## src/rtl/bin_to_dis.sv

```systemverilog
// Sequential 20-bit binary to six-digit BCD converter (shift-add-3) feeding the
// seven-segment scanner; digit outputs only change on the cycle a result is ready.
module bin_to_dis #(
  parameter int BIN_W   = 20,
  parameter int MAX_VAL = 999999
) (
  input  logic             clk,
  input  logic             rst,
  input  logic [BIN_W-1:0] bin_in,
  input  logic             start,
  output logic             busy,
  output logic             done,
  output logic             ovf,
  output logic [3:0]       dis1,
  output logic [3:0]       dis2,
  output logic [3:0]       dis3,
  output logic [3:0]       dis4,
  output logic [3:0]       dis5,
  output logic [3:0]       dis6
);

  localparam logic [BIN_W-1:0] MAX_V     = BIN_W'(MAX_VAL);
  localparam logic [4:0]       ITER_LAST = 5'(BIN_W - 1);

  typedef enum logic [1:0] {
    IDLE  = 2'd0,
    SHIFT = 2'd1,
    DONE  = 2'd2
  } state_t;

  state_t           state;
  state_t           next_state;
  logic [BIN_W-1:0] v;
  logic [23:0]      bcd;
  logic [23:0]      bcd_adj;
  logic [4:0]       iter;
  logic             too_big;

  // Correct every nibble that would overflow past 9 once doubled.
  function automatic logic [23:0] add3_all(input logic [23:0] b);
    logic [23:0] r;
    r = b;
    for (int i = 0; i < 6; i++) begin
      if (b[4*i +: 4] >= 4'd5) begin
        r[4*i +: 4] = b[4*i +: 4] + 4'd3;
      end else begin
        r[4*i +: 4] = b[4*i +: 4];
      end
    end
    return r;
  endfunction

  // State register
  always_ff @(posedge clk) begin
    if (rst) begin
      state <= IDLE;
    end else begin
      state <= next_state;
    end
  end

  // Next-state logic and datapath helpers
  always_comb begin
    next_state = state;
    bcd_adj    = add3_all(bcd);
    too_big    = (bin_in > MAX_V);
    case (state)
      IDLE: begin
        if (start) begin
          next_state = SHIFT;
        end else begin
          next_state = IDLE;
        end
      end
      SHIFT: begin
        if (iter == ITER_LAST) begin
          next_state = DONE;
        end else begin
          next_state = SHIFT;
        end
      end
      DONE:    next_state = IDLE;
      default: next_state = IDLE;
    endcase
  end

  // Conversion datapath and registered outputs
  always_ff @(posedge clk) begin
    if (rst) begin
      v    <= '0;
      bcd  <= 24'd0;
      iter <= 5'd0;
      busy <= 1'b0;
      done <= 1'b0;
      ovf  <= 1'b0;
      dis1 <= 4'd0;
      dis2 <= 4'd0;
      dis3 <= 4'd0;
      dis4 <= 4'd0;
      dis5 <= 4'd0;
      dis6 <= 4'd0;
    end else begin
      done <= 1'b0;
      case (state)
        IDLE: begin
          if (start) begin
            v    <= too_big ? MAX_V : bin_in;
            ovf  <= too_big;
            bcd  <= 24'd0;
            iter <= 5'd0;
            busy <= 1'b1;
          end
        end
        SHIFT: begin
          bcd  <= {bcd_adj[22:0], v[BIN_W-1]};
          v    <= {v[BIN_W-2:0], 1'b0};
          iter <= iter + 5'd1;
        end
        DONE: begin
          // Digits move only here so the display never shows a partial result.
          dis1 <= bcd[23:20];
          dis2 <= bcd[19:16];
          dis3 <= bcd[15:12];
          dis4 <= bcd[11:8];
          dis5 <= bcd[7:4];
          dis6 <= bcd[3:0];
          done <= 1'b1;
          busy <= 1'b0;
        end
        default: begin
          busy <= 1'b0;
        end
      endcase
    end
  end

endmodule

```

## config.mk

```make
export PLATFORM = sky130hd
export DESIGN_NAME = bin_to_dis
export DESIGN_NICKNAME = d
export VERILOG_FILES = /design/src/rtl/bin_to_dis.sv
export SDC_FILE = /design/constraint.sdc
export NUM_CORES = 1
export LEC_CHECK = 0
export BUFFER_PORTS_ARGS = -buffer_cell sky130_fd_sc_hd__buf_2
export CORE_MARGIN = 2
export CORE_UTILIZATION = 35
export DETAILED_ROUTE_END_ITERATION = 12
export SLEW_MARGIN = 40
export SYNTH_ARGS = -nofsm -noshare
export SYNTH_HDL_FRONTEND = slang
export SYNTH_SLANG_ARGS = --single-unit
```

## constraint.sdc

```tcl
create_clock -name clk -period 1.3 [get_ports clk]
set_input_delay 0.065 -clock clk [delete_from_list [all_inputs] [get_ports clk]]
set_output_delay 0.065 -clock clk [all_outputs]
set_load 0.03 [all_outputs]
```

==> results.txt, run 1 <==
The dominant register cell in the synthesized netlist is dfxtp_1. The chip height came out at just over 100 µm. The worst-case clock skew came out at 0.0117 ns. The detail-routed net length per standard cell is about 13 µm. The number of remaining DRC errors came out at 0.

The overflow left after global routing came out at 0. The fraction of the yosys area taken by sequential cells came out at around 46%. The setup TNS after final layout came out at -0.0636 ns. The number of top-level pins is 50. The number of nets in the synthesized netlist is ~420.

The overall routing resource usage came out at 15.9%. In this run, CTS created clock tree buffers numbering 9. The number of warnings issued by yosys is 0. Setup repair after global routing could not meet its margin everywhere.

The synthesized design contains 78 register bits. The count of unique library cells instantiated by Yosys is 45. Based on the critical path, the design can be clocked at up to approximately 760 MHz. Walking the worst path, the cells encountered are or3b_4, nor2_4, o31a_1, o2bb2ai_1. After clock tree synthesis, the clock-pin slew on the worst setup and hold paths is roughly 0.08 ns. The post-route netlist has between 30% and 40% of its cells at a drive strength greater than 1. Summed over all instances, the cell type with the most area after synthesis is dfxtp_1.

The maximum fanout along the worst path came out at 7. Max-cap violations in this run came to 0. The residual antenna-violating net count after detailed routing is 0. The die covers about 0.010 mm². The required time at the worst-slack endpoint is around 1.6 ns.

The worst setup path is launched from a register. The DRC violation total after the first TritonRoute iteration is 53. In this design, the stage delay of the slowest critical-path cell is 0.46 ns. The maximum VDD drop is between 400 and 500 µV. The average size of a mapped cell is 8.85 µm². TritonCTS built the clock tree. The worst setup margin is -0.0228 ns. The instance count of the mapped netlist came out at 381. The area of the multi-input gates is 0.00189 mm². The post-route total power is 5.08 mW. The data arrival time of the worst path is approximately 1.6 ns. The number of pins with negative max-slew slack in the final report was 0. Yosys mapped a number of flops with a built-in enable equal to 0. The antenna diode count came out at 0. The maximum clock insertion buffer count came out at 2. The die extent in x is 102 µm. Broken down by cell family, the worst path's largest delay share belongs to simple AND/OR/NAND/NOR gates. After filler insertion, the fill cell instance count of the layout stands at 887. The number of failing hold endpoints at the final stage came to 0. The number of nets at the end of the flow came out at 515. The count of vias placed by the detailed router came out at between 3000 and 4000. The placement row count came out at 35. The critical path class is register to register. After layout, the worst path uses 102% of the clock period. dfxtp_1 is the most common cell in the netlist. In this run the biggest area consumer among cell types represents a little under half of the synthesized area.

The core utilization of the finished layout is between 50% and 60%. Entering global routing, the biggest net connects 26 pins. The first detailed-routing pass ran for 4 iterations. The commonest cells after synthesis are dfxtp_1 (78), nand2_1 (52), a21oi_1 (48), nor2_1 (24), inv_1 (20). The wire length of the first global-routing pass came out at 13.1 mm.

For this run, asynchronously set or reset flops after synthesis account for 0%. The type of the most critical hold path is input port to register. The average via count per standard cell came out at just under 5. The initial utilization of the core area, before any placement, comes to approximately 36%. The cell chosen for the clock root is clkbuf_8.

The via count of the first global-routing pass is 2932. The weighted congestion reported at the end of routability-driven placement is between 0.7 and 0.8. The transition time at the pin with the least slew margin is ~0.34 ns. The checks that failed: negative setup slack. Setup violations remaining at the end of the flow were counted as 4. The flow ran to the end, but the final reports show violations. For this design the static power due to leakage is between 1.5 and 2 nW. The sum of net half-perimeters after detailed placement is between 5 and 6 mm. The level count of the clock H-tree came out at 3. The placeable core area came out at ~0.0093 mm². The shortest period the worst path allows came out at roughly 1.3 ns. The worst max-slew margin expressed relative to the limit came out at slightly below 80%.

Ranked by total cell area, the synthesized netlist is headed by dfxtp_1 (46%), a21oi_1 (7.1%), nand2_1 (5.8%). Summing all flip-flop and latch instances after layout gives 0.00158 mm². The power per cell area is between 1000 and 1500 mW/mm².

The largest individual stage delay along the critical path comes from the cell or3b_4. The total wire length after detailed routing came out at ~8 mm. The worst setup path is captured at a register. The cell area after synthesis came out at 0.00337 mm². The number of antenna violations at the first check in global routing is 0.

Buffers placed on the I/O ports in this run total a little under 50. Together, buffers and inverters on the worst path number 0. The total clock sinks is 78. The area overhead of the layout relative to synthesis came out at 40.0%.

The clock reaches the later pin of the worst-skew pair after about 0.35 ns.
[stage by stage]
step                      cell area, µm²  setup slack, ns  hold slack [ns]  std cells
final                               4720          -0.0228          0.00981        612
after global routing                4720          -0.0953          0.00794        612
after CTS                           4490         -0.00287          0.00442        608
after detailed placement            4060           -0.153            0.290        581
after global placement              4060           -0.127            0.285        581
after floorplan                     3400          0.00450            0.182        381
[report_power, final]
part | switching [mW] | leakage (nW) | total, mW | internal, mW
combinational | 0.220 | 1.10 | 0.412 | 0.192
sequential | 0.0384 | 0.640 | 2.48 | 2.44
clock | 0.872 | 0.119 | 2.19 | 1.32
total | 1.13 | 1.86 | 5.08 | 3.95
[state kept, by name, indices dropped and copies added, names as in the netlist]
name	cells
bcd	24
v	20
iter	5
dis1	4
dis2	4
dis3	4
dis4	4
dis5	4
dis6	4
state	2
busy	1
done	1
ovf	1
[routing by layer]
metal / part of all wire (%) / track usage [%] / vias to the layer above
li1: - / - / 1545
met1: 47 / 19.1 / 1427
met2: 49 / 28.2 / 56
met3: 2.9 / 2.87 / 9
met4: 1.3 / 5.74 / 0
met5: 0 / 0 / -
[cells in the final DEF (no fill, tap or decap), drive strengths merged, types with 2 or more instances in the layout]
cell	instances
mux2i	6
nand3	8
nor3	8
bufinv	3
a221oi	4
nand2	52
nand4	3
inv	21
o221ai	7
xnor2	6
nand2b	7
o22ai	4
ha	13
buf	96
a211oi	2
dlygate4sd3	12
and3	2
o2bb2ai	7
xor2	5
or2	2
a22o	19
a21oi	48
dfxtp	78
nor2	26
o21ai	13
a22oi	7
clkbuf	11
[worst reg2reg max path, stage by stage, from the launching register on]
cell and delay (ns):
dfxtp_4 0.38, or3b_4 0.46, nor2_4 0.11, o31a_1 0.18, o2bb2ai_1 0.13
[layout make-up]
cell class              count  share of cell area (%)
multi-input cells         261                    40.0
flip-flops and latches     78                    33.5
repair buffers            108                    16.2
well taps                 129                    3.42
clock buffers              11                    3.00
clock inverters             4                    2.01
inverters                  21                    1.88
[final timing paths]
kind | start | slack, ns | depth (start not counted) | to
setup / recovery | state[1] | -0.02 | 4 | v[8]
hold / removal | bin_in[1] | 0.01 | 3 | v[1]
setup reg to reg | state[1] | -0.02 | 4 | v[8]
hold reg to reg | dis3[2] | 0.45 | 2 | dis3[2]
[kinds of logic after synthesis]
| logic type | share of synthesized area, % |
|---|---|
| compound gates | 23.2 |
| xor+xnor | 2.86 |
| fa+ha+maj | 4.82 |
| buf+inv | 5.53 |
| flops | 46.3 |
| mux | 1.78 |
| simple gates | 15.5 |
[timing repair]
item | 4_1_cts | 5_1_grt
gates cloned | 0 | 1
gates resized for setup | 26 | 50
endpoints found under the setup margin | 39 | 34
pin swaps | 11 | 20
endpoints found under the hold margin | 12 | 0
hold buffers | 12 | 0
setup buffers | 0 | 3
Note: power is estimated with default switching activity, not from simulation.
==> run 2, diff against run 1 <==
- SETUP_SLACK_MARGIN: not set -> 0.1
==> run 2 against run 1 <==
Compared with the run above:
- the run still ends with negative setup slack left
- clock skew down 0.0038 ns
- sequential power about the same
- cell count down 0.65%
- largest power group unchanged
- utilization up 0.35 points
==> results.txt, run 2 (synthesis gave the netlist of run 1 again) <==
The run finished, with violations left. The final reports fail on negative setup slack. Traced cell by cell, the critical path runs through or3b_4, nor2_2, o31a_1, o2bb2ai_1.

The chip height came out at 102 µm (unchanged). The antenna diode count was 0 (unchanged). The portion of total power attributed to combinational logic is 8.8% (+0.7 points). The number of detailed-routing iterations run before antenna repair is 4 (unchanged). The most common library cell in the layout ignoring fill and taps is dfxtp_1. The wire length of the first global-routing pass was 13.9 mm (+5.6%). The sum of net half-perimeters after detailed placement is 5.52 mm (+0.82%). The worst hold endpoint is v[3].

The number of remaining DRC errors is 0 (unchanged). The level count of the clock H-tree came out at 3 (unchanged). The internal power summed over all cells came out at 3.70 mW (-6.3%). The largest registers in the layout are bcd (24), v (20), iter (5). The number of top-level pins came out at 50 (unchanged). The worst hold path startpoint is bin_in[3].

The weighted congestion reported at the end of routability-driven placement was 0.790 (+3.9%). The number of standard cells in the layout, taps in and fillers out was 608 (-0.65%). The worst-case clock skew is 0.00794 ns (-0.00378 ns). The net switching power was 1.14 mW (+1.3%).

The share of total power in sequential cells came out at 51.2% (+2.4 points). The flip-flop count of the largest register after layout came out at 24 (unchanged). The number of cells on the worst hold path came out at 3 (unchanged). The placeable core area is 0.00928 mm² (unchanged).

The number of buffers inserted during clock tree synthesis is 9 (unchanged). On the critical path the largest part of the delay comes from simple AND/OR/NAND/NOR gates. The insertion delay of the later-clocked pin in the worst-skew pair is 0.35 ns (about the same). The detail-routed net length per standard cell came out at 13.7 µm (+4.9%). The portion of the clock cycle consumed by the worst path in the final layout came out at 101% (-0.64 points). The data arrival time of the worst path came out at 1.59 ns (about the same). The worst setup path is captured at a register.

The number of pins with negative max-slew slack in the final report was 0 (unchanged). The worst max-slew margin expressed relative to the limit came out at 79.2% (+2.0 points). The beginning of the worst register-to-register path is state[1]. Among all stages on the critical path, the largest delay is contributed by or3b_4. The number of antenna violations at the first check in global routing is 0 (unchanged). The residual antenna-violating net count after detailed routing came to 0 (unchanged). STA classifies the critical path startpoint as a register.

The maximum clock rate is 761 MHz (+0.63%). The required time at the worst-slack endpoint is 1.58 ns (about the same). The clock tree from TritonCTS is built. The net switching share of the total power came to 23.6% (+1.4 points). The average via count per standard cell is 5.01 (+0.92%).

The maximum clock insertion buffer count is 2 (unchanged). Counting flops per register, the top entry is bcd. The total cell area at the placement stage came out at 0.00406 mm² (about the same). The overflow left after global routing is 0 (unchanged).

The number of buffer and inverter stages on the critical path was 0 (unchanged). The number of failing hold endpoints at the final stage came out at 0 (unchanged). The logic depth of the worst register-to-register path is 4 (unchanged).

The count of vias placed by the detailed router is 3045 (+0.26%). The worst-case register-to-register setup slack came out at -0.01 ns (about the same). The number of buffer cells added on primary ports was 49 (unchanged). The setup TNS after final layout is -0.0310 ns (+0.0325 ns). The pin count of the biggest net entering global routing is 26 (unchanged). The total clock sinks is 78 (unchanged). The count of max-cap constraint violations was 0 (unchanged). The cell chosen for the clock root is clkbuf_8.

The DRC violation total after the first TritonRoute iteration is 107 (+100%). The transition time at the pin with the least slew margin came to 0.310 ns (-0.0304 ns). The overall routing resource usage came out at 16.8% (+0.91 points).

The via count of the first global-routing pass came to 2969 (+1.3%). The ratio of cells with drive above 1 in the final layout was 37.4% (+1.8 points). The shortest period the worst path allows is 1.31 ns (-0.00833 ns).

The type of the most critical hold path is input port to register. The critical path class is register to register. The count of fill cells added during filler insertion is 900 (+1.5%). The final setup violation count came out at 4 (unchanged). The die extent in x came out at 102 µm (unchanged). The worst setup margin came out at -0.0145 ns (+0.00833 ns). The number of nets at the end of the flow came out at 511 (-0.78%). The post-CTS clock slew at the launch and capture registers of the worst setup and hold paths is 0.08 ns (about the same).

The clock network fraction of design power came out at 40.0% (-3.1 points). The leakage power came out at 1.86 nW (-0.12%). Setup repair after global routing could not meet its margin everywhere. The endpoint identified for the worst register-to-register timing path is v[7]. The starting density of the core came to 36.3% (unchanged).

The area of all placed cells without fillers was 0.00475 mm² (+0.69%). Relative to the synthesized area, the layout overhead comes to 40.9%. The maximum fanout along the worst path was 7 (unchanged). The number of placed cells counting well taps is 566 (-2.6%). In the layout the commonest cells are dfxtp_1 (63), nand2_1 (51), buf_2 (49), a21oi_1 (42), buf_4 (36). The power per cell area came out at 1020 mW/mm² (-5.3%). The total wire length after detailed routing came out at 8.35 mm (+4.2%).

The maximum VDD drop was 643 µV (+54%). The die area was 0.0104 mm² (unchanged). The maximum single-stage delay on the critical path is 0.42 ns (-0.04 ns).

The placement row count came to 35 (unchanged).
run 2: cell count changes in the layout (fill, tap and decap cells not counted), sizes merged:
cell	before	now
buf	96	91
clkinv	1	3
bufinv	3	2
clkbuf	11	10
clkinvlp	0	1
dlygate4sd3	12	13
inv	21	20
run 2: worst max-delay path by stage:
stage,startpoint,endpoint,cells past startpoint
after floorplan,state[1],v[15],5
after CTS,state[0],v[7],4
final,state[1],v[7],4
after global routing,state[1],v[7],4
after detailed placement,state[0],ovf,5
after global placement,state[0],ovf,5
run 2: tightest hold or removal path, cell delays in order:
cell     delay [ns]
buf_2          0.07
nor2_1         0.03
a21oi_1        0.13
run 2: power groups by stage:
| stage | sequential (mW) | combinational, mW | clock (mW) |
|---|---|---|---|
| 3_3_place_gp | 2.54 | 0.350 | 0 |
| 6_report | 2.48 | 0.427 | 1.94 |
| 2_1_floorplan | 2.54 | 0.217 | 0 |
| 4_1_cts | 2.48 | 0.399 | 1.97 |
| 3_5_place_dp | 2.54 | 0.356 | 0 |
| 5_1_grt | 2.49 | 0.470 | 2.07 |
run 2: final cells by class:
| cell class | instances | area [µm²] | share of cell area [%] |
|---|---|---|---|
| well taps | 129 | 161 | 3.40 |
| clock buffers | 10 | 128 | 2.69 |
| flip-flops and latches | 78 | 1590 | 33.5 |
| inverters | 21 | 97.6 | 2.05 |
| clock inverters | 5 | 75.1 | 1.58 |
| multi-input cells | 261 | 1960 | 41.2 |
| repair buffers | 104 | 739 | 15.6 |
run 2: per-stage QoR:
| stage | util (%) | setup slack, ns | hold slack (ns) | total power, mW |
|---|---|---|---|---|
| finish | 51.2 | -0.0145 | 0.00364 | 4.85 |
| global route | 51.2 | -0.0707 | 0.0437 | 5.03 |
| CTS | 49.6 | 0.0146 | 0.000215 | 4.85 |
| detailed placement | 43.7 | 0.00786 | 0.287 | 2.90 |
| global placement | 43.7 | 0.0157 | 0.286 | 2.89 |
| floorplan | - | 0.0831 | 0.182 | 2.75 |
run 2: per-layer routing:
metal	track usage [%]	vias to the layer above	wire length, µm
met5	0	-	0
met4	6.67	0	152
met3	3.69	17	285
met2	28.0	56	3990
met1	21.1	1429	3920
li1	-	1543	-
run 2: repair_timing:
action                                  4_1_cts  5_1_grt
hold endpoints to repair                     13        0
gates resized for setup                      35       27
endpoints found under the setup margin       44       75
hold buffers                                 13        0
pin swaps                                    23       18
setup buffers                                 9        5
==> run 3, diff against run 2 <==
- CELL_PAD_IN_SITES_DETAIL_PLACEMENT: not set -> 1
- CELL_PAD_IN_SITES_GLOBAL_PLACEMENT: not set -> 2
- CORE_UTILIZATION: 35 -> 31
- PLACE_DENSITY_LB_ADDON: not set -> 0.1
- SLEW_MARGIN: 40 -> not set
==> run 3 against run 2 <==
Compared with the run above:
- the flow still finishes with violations (negative setup slack)
- flip-flop and latch count did not move
- maximum frequency grew 0.17%
- die area increased by 12%
- clock power decreased by 15%
- clock-buffer cell count is 4 higher
- cell count is 3.3% higher
==> results.txt, run 3 (synthesis gave the netlist of run 1 again) <==
The leakage power is 1.89 nW (+1.8%). The path class of the tightest hold or removal check is input port to register. The final setup violation count was 3 (-1). The number of failing hold endpoints at the final stage came to 0 (unchanged).

Setup repair after global routing could not meet its margin everywhere. The maximum clock rate came out at 762 MHz (+0.17%). The data arrival time of the worst path came to 1.60 ns (about the same). The portion of the clock cycle consumed by the worst path in the final layout was 101% (-0.17 points). The wire length of the first global-routing pass came out at 15.7 mm (+14%). The endpoint of the worst-slack reg-to-reg timing path is v[6]. The antenna diode count came out at 0 (unchanged). The weighted congestion reported at the end of routability-driven placement came to 0.768 (-2.7%).

The die extent in x came out at 108 µm (+6.0%). The total stage count of the critical path came to 4 (unchanged). The average via count per standard cell came to 5.03 (+0.41%).

The flip-flop count of the largest register after layout is 24 (unchanged). The ratio of cells with drive above 1 in the final layout was 38.1% (+0.75 points). The internal power summed over all cells is 3.44 mW (-7.2%). The post-place setup slack is -0.0491 ns (-0.0570 ns). The total cell area at the placement stage came out at 0.00412 mm² (+1.5%). Relative to the synthesized area, the layout overhead comes to 44.1%. The net switching share of the total power is 25.2% (+1.6 points). The power per cell area was 946 mW/mm² (-7.3%).

The number of antenna violations at the first check in global routing came out at 0 (unchanged). The number of pins with negative max-slew slack in the final report is 0 (unchanged). The area of all placed cells without fillers came out at 0.00486 mm² (+2.3%). The number of detailed-routing iterations run before antenna repair is 4 (unchanged). The number of placed cells counting well taps came out at 585 (+3.4%). The share of total power in sequential cells is 54.0% (+2.8 points).

The number of nets at the end of the flow is 520 (+1.8%). CTS placed an instance of clkbuf_8 at the clock tree root. The sum of net half-perimeters after detailed placement is 6.45 mm (+17%).

The master of the slowest instance on the critical path is or3b_4. The number of standard cells in the layout, taps in and fillers out is 628 (+3.3%). The number of remaining DRC errors came to 0 (unchanged).

The shortest period the worst path allows is 1.31 ns (-0.00225 ns). The total wire length after detailed routing came out at 10.1 mm (+21%). The worst setup path is captured at a register. The worst register-to-register path begins at state[1]. The count of vias placed by the detailed router is 3158 (+3.7%). The worst setup path is launched from a register. The portion of total power attributed to combinational logic is 10.0% (+1.2 points). The required time at the worst-slack endpoint came out at 1.59 ns (about the same). The net switching power is 1.16 mW (+1.3%). The transition time at the pin with the least slew margin came out at 0.388 ns (+0.0773 ns).

The post-route total power came out at 4.59 mW (-5.2%). The worst setup margin is -0.0122 ns (+0.00225 ns). The detail-routed net length per standard cell came to 16.1 µm (+17%). The checks that failed: negative setup slack. The pin count of the biggest net entering global routing came out at 26 (unchanged).

The via count of the first global-routing pass came out at 3090 (+4.1%). The clock network fraction of design power is 36.0% (-4.0 points). TritonCTS built the clock tree. The post-CTS clock slew at the launch and capture registers of the worst setup and hold paths came to 0.08 ns (about the same). The DRC violation total after the first TritonRoute iteration is 84 (-21%). The starting density of the core came out at 31.4% (-4.9 points). The residual antenna-violating net count after detailed routing came out at 0 (unchanged). The die area is 0.0117 mm² (+12%). The maximum fanout along the worst path is 7 (unchanged).

The level count of the clock H-tree is 3 (unchanged). The count of fill cells added during filler insertion was 1268 (+41%). The number of buffer cells added on primary ports came out at 49 (unchanged). The run finished, with violations left. The count of max-cap constraint violations was 0 (unchanged). The placement row count is 38 (+8.6%). Counting flops per register, the top entry is bcd. The worst max-slew margin expressed relative to the limit came out at 74.2% (-5.1 points). Leaving out fill and tap cells, the most frequent cell in the layout is dfxtp_1. The worst-case register-to-register setup slack came to -0.01 ns (about the same). The core utilization of the finished layout is 45.2% (-6.0 points). The logic depth of the worst register-to-register path is 4 (unchanged). The critical path class is register to register. The number of buffers inserted during clock tree synthesis came out at 9 (unchanged). The largest registers in the layout are bcd (24), v (20), iter (5).

The chip height came out at 108 µm (+6.0%). The total clock sinks is 78 (unchanged). The kind of cell with the highest combined delay along the critical path is simple AND/OR/NAND/NOR gates. The maximum single-stage delay on the critical path came to 0.47 ns (+0.05 ns).

Tracing the worst setup path back leads to its startpoint at state[1]. The number of top-level pins came out at 50 (unchanged). The overall routing resource usage came to 17.4% (+0.63 points).

The insertion delay of the later-clocked pin in the worst-skew pair is 0.35 ns (about the same). The worst-case clock skew came out at 0.00314 ns (-0.00481 ns). The placeable core area came out at 0.0107 mm² (+16%). The overflow left after global routing came out at 0 (unchanged).

The maximum clock insertion buffer count came out at 2 (unchanged). The number of buffer and inverter stages on the critical path came to 0 (unchanged). The maximum VDD drop came to 343 µV (-47%).

Traced cell by cell, the critical path runs through or3b_4, nor2_4, o31a_1, o2bb2ai_1. In this run the worst setup path terminates at v[6]. In the layout the commonest cells are dfxtp_1 (64), nand2_1 (50), buf_2 (49), a21oi_1 (38), buf_4 (37).
-- run 3: cell count changes in the layout (fill, tap and decap cells not counted), sizes merged --
cell / change
clkinv: -2
clkinvlp: -1
dlygate4sd3: +1
clkbuf: +7
bufinv: -2
buf: +5
inv: +1
-- run 3: worst min path at each step --
stage               start  endpoint  slack, ns  depth (start not counted)
6_report        bin_in[0]      v[0]       0.07                          3
5_1_grt        bin_in[17]     v[17]       0.07                          3
3_5_place_dp    bin_in[8]      v[8]       0.29                          2
2_1_floorplan  bin_in[10]     v[10]       0.18                          1
3_3_place_gp   bin_in[13]     v[13]       0.28                          2
4_1_cts        bin_in[17]     v[17]       0.05                          3
-- run 3: area by class of cell --
| cell class | instances | area, µm² | share of cell area (%) |
|---|---|---|---|
| clock inverter | 1 | 5.00 | 0.103 |
| multi-input combinational | 261 | 1970 | 40.6 |
| tap | 140 | 175 | 3.60 |
| sequential | 78 | 1590 | 32.6 |
| inverter | 21 | 88.8 | 1.83 |
| timing repair buffer | 113 | 868 | 17.9 |
| clock buffer | 14 | 163 | 3.35 |
-- run 3: repair_timing --
action / in CTS / in global routing
gates resized for setup: 22 / 43
pin swaps: 9 / 12
endpoints found under the hold margin: 14 / 0
buffers inserted: 3 / 6
hold buffers: 14 / 0
setup endpoints to repair: 69 / 67
cloned: 1 / 4
-- run 3: per-layer routing --
metal  track usage (%)  up-vias  wire length (µm)
li1                  -     1554                 -
met1              22.0     1544              4800
met2              29.6       48              4900
met3              2.59       12               258
met4              7.14        0               167
met5                 0        -                 0
-- run 3: stage by stage --
step / hold slack [ns] / setup TNS (ns)
floorplan: 0.182 / 0
global placement: 0.285 / 0
detailed placement: 0.291 / -0.167
CTS: 0.0542 / -0.0931
global route: 0.0666 / -0.830
finish: 0.0740 / -0.0291
-- run 3: power groups by stage --
stage                     sequential (mW)  combinational, mW  clock, mW
final                                2.48              0.459       1.65
after global routing                 2.49              0.502       1.82
after CTS                            2.48              0.413       1.71
after detailed placement             2.54              0.370          0
after global placement               2.54              0.363          0
after floorplan                      2.54              0.217          0
-- run 3: worst min-delay path, delay by kind of cell --
family	cells	cell delay [ns]
AOI/OAI and AO/OA	2	0.22
buffers and inverters	1	0.10
